## src/rtl/tail_light_pkg.sv

```systemverilog
// Shared state codes, LED field positions and the sweep-code helper for the tail-light block.
// The state codes are also used by the upstream next-state logic.
package tail_light_pkg;

    typedef enum logic [3:0] {
        IDLE    = 4'd0,
        HAZARD  = 4'd1,
        TURN    = 4'd2,
        BRAKE   = 4'd3,
        RIGHT   = 4'd4,
        LEFT    = 4'd5,
        B_RIGHT = 4'd6,
        B_LEFT  = 4'd7
    } tl_state_e;

    localparam int LEFT_HI  = 9;
    localparam int LEFT_LO  = 7;
    localparam int RIGHT_HI = 2;
    localparam int RIGHT_LO = 0;

    // Thermometer code that grows by one lamp per step; bit0 is the innermost lamp.
    function automatic logic [2:0] sweep_code(input logic [1:0] s);
        logic [2:0] code;
        case (s)
            2'd0:    code = 3'b000;
            2'd1:    code = 3'b001;
            2'd2:    code = 3'b011;
            default: code = 3'b111;
        endcase
        return code;
    endfunction

endpackage

```

## src/rtl/tail_light_sequencer_step_tick_gen.sv

```systemverilog
// Step prescaler: emits a one-cycle tick every TICK_DIV clocks; clr restarts the count
// and suppresses a tick that would otherwise fire in the same cycle.
module step_tick_gen #(
    parameter int TICK_DIV = 4
) (
    input  logic clk,
    input  logic rst,
    input  logic clr,
    output logic tick
);

    localparam int PW = (TICK_DIV > 2) ? $clog2(TICK_DIV) : 1;
    localparam logic [PW-1:0] P_MAX = PW'(TICK_DIV - 1);

    logic [PW-1:0] p_q;
    logic [PW-1:0] p_d;
    logic          at_max;

    assign at_max = (p_q == P_MAX);
    assign tick   = at_max && !clr;

    always_comb begin
        p_d = p_q + PW'(1);
        if (clr || at_max) begin
            p_d = '0;
        end
    end

    always_ff @(posedge clk or posedge rst) begin
        if (rst) begin
            p_q <= '0;
        end else begin
            p_q <= p_d;
        end
    end

endmodule

```

## src/rtl/tail_light_sequencer.sv

```systemverilog
// Tail-light output stage: turns the registered state code into timed LED patterns.
// Define TAIL_LIGHT_STATE_DISPLAY_EN to mirror the sampled state code on LEDR[6:3].
module tail_light_sequencer
    import tail_light_pkg::*;
#(
    parameter int CLK_HZ  = 50000000,
    parameter int STEP_HZ = 4
) (
    input  logic       clk,
    input  logic       rst,
    input  logic [3:0] state,
    input  logic       reset_counter,
    output logic [9:0] LEDR
);

    localparam int TICK_DIV = (STEP_HZ > 0) ? (CLK_HZ / STEP_HZ) : 0;

    generate
        if (STEP_HZ <= 0 || (CLK_HZ % ((STEP_HZ > 0) ? STEP_HZ : 1)) != 0 || TICK_DIV < 2) begin : g_bad_cfg
            $error("tail_light_sequencer: CLK_HZ must be a multiple of STEP_HZ with CLK_HZ/STEP_HZ >= 2");
        end
    endgenerate

    logic       restart;
    logic       tick;
    logic [1:0] s_q, s_d;
    logic       b_q, b_d;
    logic [3:0] ps_q, ps_d;
    logic [2:0] left_q, left_d;
    logic [2:0] right_q, right_d;
    logic [2:0] swp;
    logic [2:0] swp_right;
    logic [3:0] disp;

    // A state change or a low reset_counter strobe both restart the sweep from step 0.
    assign restart = !reset_counter || (state != ps_q);

    step_tick_gen #(
        .TICK_DIV(TICK_DIV)
    ) u_tick (
        .clk (clk),
        .rst (rst),
        .clr (restart),
        .tick(tick)
    );

    always_comb begin
        s_d  = s_q;
        b_d  = b_q;
        ps_d = state;
        if (restart) begin
            s_d = 2'd0;
            b_d = 1'b0;
        end else if (tick) begin
            s_d = s_q + 2'd1;
            b_d = ~b_q;
        end
    end

    // Patterns are built from the post-edge step and phase so LEDR follows the state in one cycle.
    assign swp       = sweep_code(s_d);
    assign swp_right = {swp[0], swp[1], swp[2]};

    always_comb begin
        left_d  = 3'b000;
        right_d = 3'b000;
        case (state)
            HAZARD: begin
                left_d  = b_d ? 3'b000 : 3'b111;
                right_d = b_d ? 3'b000 : 3'b111;
            end
            BRAKE: begin
                left_d  = 3'b111;
                right_d = 3'b111;
            end
            LEFT:    left_d = swp;
            RIGHT:   right_d = swp_right;
            B_LEFT: begin
                left_d  = swp;
                right_d = 3'b111;
            end
            B_RIGHT: begin
                left_d  = 3'b111;
                right_d = swp_right;
            end
            default: begin
                left_d  = 3'b000;
                right_d = 3'b000;
            end
        endcase
    end

    always_ff @(posedge clk or posedge rst) begin
        if (rst) begin
            s_q     <= 2'd0;
            b_q     <= 1'b0;
            ps_q    <= IDLE;
            left_q  <= 3'b000;
            right_q <= 3'b000;
        end else begin
            s_q     <= s_d;
            b_q     <= b_d;
            ps_q    <= ps_d;
            left_q  <= left_d;
            right_q <= right_d;
        end
    end

`ifdef TAIL_LIGHT_STATE_DISPLAY_EN
    logic [3:0] disp_q;

    always_ff @(posedge clk or posedge rst) begin
        if (rst) begin
            disp_q <= 4'd0;
        end else begin
            disp_q <= state;
        end
    end

    assign disp = disp_q;
`else
    assign disp = 4'd0;
`endif

    always_comb begin
        LEDR                    = {3'b000, disp, 3'b000};
        LEDR[LEFT_HI:LEFT_LO]   = left_q;
        LEDR[RIGHT_HI:RIGHT_LO] = right_q;
    end

endmodule

```

## config.mk

```make
export PLATFORM = sky130hd
export DESIGN_NAME = tail_light_sequencer
export DESIGN_NICKNAME = d
export VERILOG_FILES = /design/src/rtl/tail_light_pkg.sv /design/src/rtl/tail_light_sequencer_step_tick_gen.sv /design/src/rtl/tail_light_sequencer.sv
export SDC_FILE = /design/constraint.sdc
export NUM_CORES = 1
export LEC_CHECK = 0
export CAP_MARGIN = 20
export CORE_MARGIN = 2
export CORE_UTILIZATION = 25
export CTS_CLUSTER_DIAMETER = 60
export DETAILED_ROUTE_END_ITERATION = 16
export HOLD_SLACK_MARGIN = 0.15
export PLACE_DENSITY = 0.41
export SLEW_MARGIN = 40
export SYNTH_ARGS = -nofsm -noshare
export SYNTH_HDL_FRONTEND = slang
export SYNTH_SLANG_ARGS = --single-unit
```

## constraint.sdc

```tcl
create_clock -name clk -period 3.1 [get_ports clk]
set_clock_uncertainty 0.1 [all_clocks]
set_input_delay 0.465 -clock clk [delete_from_list [all_inputs] [get_ports clk]]
set_output_delay 0.465 -clock clk [all_outputs]
set_load 0.02 [all_outputs]
```

==> metrics.csv <==
stage;metric;value;unit
timing;hold_viol;0;
worst_setup_path;cp-end-kind;flop;
routing;top_layer;met4;
clock_tree;postCtsSetupRepairBufs;0;
timing;setup_tns;0;ps
clock_tree;path_clk_slew;80;ps
floorplanning;pin_count;17;
hold_path;hold_path.class;flop to flop;
global_route;grt_pass1_wl;5620;um
floorplanning;start_util;25.9;%
clock_tree;clock_latency;280;ps
worst_setup_path;rr_endpoint;u_tick.p_q[18];
clock_tree;cts_buffer_depth;2;
global_route;grt.overflow.total;0;
global_route;grt_antenna_before_repair;0;
final_layout;fillers;791;
timing;relSlewSlack;62.1;%
logic_synthesis;ys_ff_latch;37;
timing;slew_violations;0;
logic_synthesis;ys_seq_area_share;49.0;%
worst_setup_path;startpoint;u_tick.p_q[0];
worst_setup_path;reg2reg_depth;7;
power_and_ir_drop;finalPower;0.000876;W
global_route;grt_max_degree;38;
floorplanning;core_area;7290;um^2
floorplanning;fp.dieH;91.0;um
clock_tree;cts_hold_buf;0;
worst_setup_path;crit_required;3160;ps
routing;m1WireLength;1580;um
worst_setup_path;critPathKind;flop to flop;
timing;fmax;440;MHz
power_and_ir_drop;p_per_area;406;nW/um^2
outcome;outcome;completed;
final_layout;diodes;0;
worst_setup_path;critPathLaunchType;flop;
final_layout;final_nets;195;
worst_setup_path;r2r-start;u_tick.p_q[0];
routing;routed_wl;3170;um
logic_synthesis;avgSynthCellArea;11.1;um^2
routing;drtAntennaViolNets;0;
logic_synthesis;ys_types;37;
final_layout;most-common-layout-cells;37 x dfrtp_1, 19 x xor2_1, 15 x nor2_1, 12 x clkdlybuf4s50_1, 11 x nand2_1;
clock_tree;numClockSinks;37;
final_layout;drive_gt1_share;16.0;%
routing;initialDrtViolationCount;63;
timing;whs;395;ps
clock_tree;htreeDepth;2;
power_and_ir_drop;p_leak;0.821;nW
logic_synthesis;netlist_area;1890;um^2
placed_design;gp_congestion;0.686;
timing;setup_slack;828;ps
logic_synthesis;synthTopCellsByArea;dfrtp_1 49%, xor2_1 8.8%, nor2_4 4.8%;
run;drv_cap;0;
clock_tree;cts_inserted_buffers;5;
placed_design;dp_slack;580;ps
global_route;global_route.usage.total;8.53;%
timing;rsz0062_at_grt;no;
final_layout;post-route-util;29.6;%
routing;dr_wl_met2;1390;um
placed_design;dp_hpwl;2170;um
hold_path;hold_depth;1;
routing;met3_length;136;um
logic_synthesis;netlist_instances;171;
final_layout;area_delta_synth_final;14.0;%
final_layout;final_common_cell;dfrtp_1;
routing;wl_per_cell;11.0;um
timing;min_period;2270;ps
worst_setup_path;critPathCapture;u_tick.p_q[18];
timing;setup_violations;0;
routing;vias_per_cell;4.11;
routing;drcViolationCount;0;
routing;drtPass1Iterations;4;
floorplanning;dieArea;8270;um^2
placed_design;place.port_buffers;12;
global_route;grt_pass1_vias;1194;
clock_tree;cts_resized;0;
floorplanning;rows;31;
timing;worst_pin_slew;563;ps
worst_setup_path;critPathMaxFanout;4;
worst_setup_path;crit_arrival;2330;ps
routing;vias;1181;
power_and_ir_drop;peakVddDrop;135;uV
floorplanning;fp.dieW;91.0;um
logic_synthesis;synth.top_cell.area_share;49.0;%
worst_setup_path;r2r_slack;830;ps
timing;finalCritPeriodShare;73.3;%
clock_tree;cts_tree;done;
clock_tree;root_buffer;clkbuf_8;
logic_synthesis;synth_area_leader_cell;dfrtp_1;
logic_synthesis;synth_warnings;0;
## power breakdown
group          switching [W]  leakage, nW  internal (W)
clock               0.000163       0.0450      0.000156
sequential        0.00000266        0.503      0.000490
combinational      0.0000389        0.273     0.0000247
total               0.000205        0.821      0.000671
## cells in the mapped netlist
cell type / count
nor3_2: 1
nor2b_1: 1
a21oi_1: 2
nor2_2: 5
conb_1: 1
buf_12: 1
nand4_1: 4
o21ai_0: 2
nand3_1: 10
buf_6: 2
o21ai_4: 1
nand3b_1: 2
nor4b_1: 2
and2b_1: 1
nand3_2: 2
inv_1: 5
buf_4: 4
nand2_1: 11
xnor2_2: 1
nor3_1: 3
ha_1: 1
xor2_1: 19
or3_1: 2
or2_1: 1
nor2_1: 15
nor3_4: 1
dfrtp_1: 37
nor2_4: 8
nand4bb_1: 1
nor4_1: 3
and4_1: 4
nand3b_2: 1
xnor2_1: 8
o31ai_1: 1
o211ai_1: 6
inv_2: 1
buf_8: 1
## metal layers
metal,vias to the layer above,GRT usage [%]
li1,604,-
met1,554,11.0
met2,19,13.0
met3,4,2.49
met4,0,4.17
met5,-,0
## cell type report
cell class / count / area, um^2 / area share [%]
sequential: 37 / 926 / 42.9
clock inverter: 2 / 10.0 / 0.464
multi-input combinational: 123 / 866 / 40.2
clock buffer: 6 / 72.6 / 3.37
inverter: 6 / 22.5 / 1.04
timing repair buffer: 14 / 135 / 6.27
tap: 99 / 124 / 5.75
## flip-flops by register name, indices dropped and copies added, names as in the netlist
name and cells:
b_q 1, left_q 3, ps_q 4, right_q 3
s_q 2, u_tick.p_q 24
## critical path, stage by stage, from the launching register on
cell and delay [ps]:
dfrtp_1 410, ha_1 230, and4_1 310, nand3_2 150
nor3_1 470, nand4_1 190, xor2_1 250, nor2_4 40
## cell families (layout without fill, tap and decap cells)
family | count (synthesis) | after routing | synth area share, %
AO/OA/AOI/OAI | 12 | 12 | 4.70
XOR/XNOR | 28 | 28 | 13.4
adder cells (fa/ha/maj) | 1 | 1 | 0.662
buffers and inverters | 14 | 28 | 5.82
flip-flops | 37 | 37 | 49.0
other | 1 | 4 | 0.198
AND/OR/NAND/NOR | 78 | 78 | 26.3
## how the worst min path moves through the flow
| stage | start | endpoint | slack, ps |
|---|---|---|---|
| after floorplan | u_tick.p_q[0] | u_tick.p_q[0] | 360 |
| after global placement | u_tick.p_q[0] | u_tick.p_q[0] | 390 |
| after detailed placement | u_tick.p_q[0] | u_tick.p_q[0] | 390 |
| after CTS | u_tick.p_q[0] | u_tick.p_q[0] | 400 |
| after global routing | u_tick.p_q[0] | u_tick.p_q[0] | 440 |
| final | u_tick.p_q[0] | u_tick.p_q[0] | 400 |
## stage by stage
stage          instance area [um^2]  std cells
3_3_place_gp                   2070        279
3_5_place_dp                   2070        279
2_1_floorplan                  1900        174
4_1_cts                        2160        287
6_report                       2160        287
5_1_grt                        2160        287
(Power assumes the default switching activity.)
==> edit (config.mk and constraints unchanged) <==
Put a register stage on the output `LEDR`. The value now appears one clock later. Comments in the files are not updated.
--- a/src/rtl/tail_light_sequencer.sv
+++ b/src/rtl/tail_light_sequencer.sv
@@ -14,6 +14,8 @@
 );
 
     localparam int TICK_DIV = (STEP_HZ > 0) ? (CLK_HZ / STEP_HZ) : 0;
+
+    logic [9:0] LEDR_d;
 
     generate
         if (STEP_HZ <= 0 || (CLK_HZ % ((STEP_HZ > 0) ? STEP_HZ : 1)) != 0 || TICK_DIV < 2) begin : g_bad_cfg
@@ -123,9 +125,13 @@
 `endif
 
     always_comb begin
-        LEDR                    = {3'b000, disp, 3'b000};
-        LEDR[LEFT_HI:LEFT_LO]   = left_q;
-        LEDR[RIGHT_HI:RIGHT_LO] = right_q;
+        LEDR_d                  = {3'b000, disp, 3'b000};
+        LEDR_d[LEFT_HI:LEFT_LO]   = left_q;
+        LEDR_d[RIGHT_HI:RIGHT_LO] = right_q;
+    end
+
+    always_ff @(posedge clk) begin
+        LEDR <= LEDR_d;
     end
 
 endmodule
Formal check against the unedited RTL: not equivalent (a bounded check fails within 4 cycles, from zero or initial values and one cycle with rst high).
==> edit against the original RTL <==
- sequential cell count grew 6
- global-route usage grew 0.36 points
- synthesized cell count grew 3.5%
- total power grew 25%
- routed wire length grew 7.3%
- largest power group unchanged
- area after synthesis grew 6.4%
- worst setup slack gained 30 ps
- largest cell class unchanged
- first-iteration DRC count shrank 24%
- final area grew 7.5%
==> edit: results (changes against the original RTL) <==
run_status:
  outcome: "complete, no violations"  # unchanged
worst_setup_path:
  arrival_ps: 2310  # was 2330 ps
  crit_path_max_fanout: 4  # unchanged
placed_design:
  io_buffer_count: 12  # unchanged
  place.gp.congestion: 0.6917  # was 0.6856
  dpl.hpwl_um: 2344  # was 2168 um
  dp.cells: 288  # was 279
  place_area_um2: 2197  # was 2073 um^2
global_routing:
  grt_pass1_wl_um: 6051  # was 5623 um
  grt_max_degree: 26  # was 38
  globalRouteTotalUtil_pct: 8.892  # was 8.531%
clocking:
  htreeDepth: 2  # unchanged
  clock_latency_ps: 290
  cts_setup_buffers: 0  # unchanged
  clk_pin_slew_worst_paths_ps: 80  # about the same
  cts-buffers-inserted: 5  # unchanged
  root_buffer: "clkbuf_8"  # unchanged
power:
  p_leak_uw: 0.0008877  # was 0.0008212 uW
  p_per_area_nw_per_um2: 473.9  # was 406.3 nW/um^2
  p_sw_share_pct: 21.56  # was 23.40%
  ir_worst_vdd_uv: 167.1  # was 135.3 uV
routing:
  drt_iter0_drc: 48  # was 63
  wl_per_cell_um: 11.47  # was 11.03 um
  vias: 1231  # was 1181
finish:
  final_cells: 296  # was 287
  final_nets: 201  # was 195
  largestRegisters: "u_tick.p_q x24, LEDR x6, ps_q x4"  # was u_tick.p_q x24, ps_q x4
  drive_above_1_share_pct: 15.98  # was 15.96%
synth:
  post_synth_num_cell_types: 38  # was 37
  ys_seq_area_share_pct: 52.02  # was 48.97%
  syn_avg_cell_area_um2: 11.36  # was 11.06 um^2
  async_flop_share_pct: 86.05  # was 100.0%
  synth_ff_type: "dfrtp_1"  # unchanged
  synth_common_cells: "37 x dfrtp_1, 19 x xor2_1, 15 x nor2_1, 11 x nand2_1, 10 x nand3_1"  # unchanged
  synth_area_leaders: "dfrtp_1 46%, xor2_1 8.3%, dfxtp_1 6.0%, nor2_4 4.5%, xnor2_1 3.5%"  # was dfrtp_1 49%, xor2_1 8.8%, nor2_4 4.8%, xnor2_1 3.7%, nor2_1 3.0%
timing:
  relSlewSlack_pct: 64.55  # was 62.15%
  fin_crit_sh_pct: 72.35  # was 73.31%
min_path:
  min_path_type: "register to register"  # unchanged
edit: critical path: stages, from the launching register on:
cell and delay, ps:
dfrtp_1 400, ha_1 220, and4_1 320, nand3_2 150, nor3_1 440, nand4_1 180, xor2_1 260, nor2_4 40
edit: power groups by stage:
stage	logic, uW	registers, uW	clock network [uW]
final	64.3	576	458
after CTS	66.6	576	480
after detailed placement	66.3	588	0
after global placement	66.6	588	0
after floorplan	36.6	594	0
after global routing	71.1	578	509
edit: metrics by stage:
stage,hold WS [ps],worst slack [ps],util [%]
6_report,245.7,857.2,29.85
5_1_grt,253.8,593.2,29.85
4_1_cts,249.6,784.4,29.85
3_5_place_dp,229.0,554.5,28.29
3_3_place_gp,226.8,595.2,28.29
2_1_floorplan,224.2,1219,-
edit: per-layer routing:
layer	GRT usage, %	vias up	wire length (um)
met5	0	-	0
met3	2.408	6	102
li1	-	617	-
met1	12.22	592	1687
met2	13.04	16	1526
met4	3.986	0	80
edit: worst paths after layout:
kind | startpoint | end | slack, ps | cells after the start
max | u_tick.p_q[0] | u_tick.p_q[18] | 860 | 7
min | left_q[0] | LEDR[7] | 250 | 0
max reg2reg | u_tick.p_q[0] | u_tick.p_q[18] | 860 | 7
min reg2reg | left_q[0] | LEDR[7] | 250 | 0
max in group asynchronous | rst | u_tick.p_q[12] | 1770 | 3
min in group asynchronous | rst | u_tick.p_q[2] | 390 | 2
edit: final cells by class:
class,count,area [um^2]
inverters,6,22.52
clock inverters,2,38.79
fillers,838,5449
repair buffers,14,135.1
well taps,102,127.6
flip-flops and latches,43,1046
clock buffers,6,82.58
multi-input cells,123,865.8
edit: cells by family (layout without fill, tap and decap cells):
kind of cell               count (synthesis)  in the layout  synth area share, %
and+or+nand+nor                           78             78                24.70
adders and majority gates                  1              1               0.6222
buffers and inverters                     14             28                5.476
other                                      1              4               0.1865
xor gates and xnor gates                  28             28                12.57
AOI/OAI and AO/OA                         12             12                4.418
DFF                                       43             43                52.02
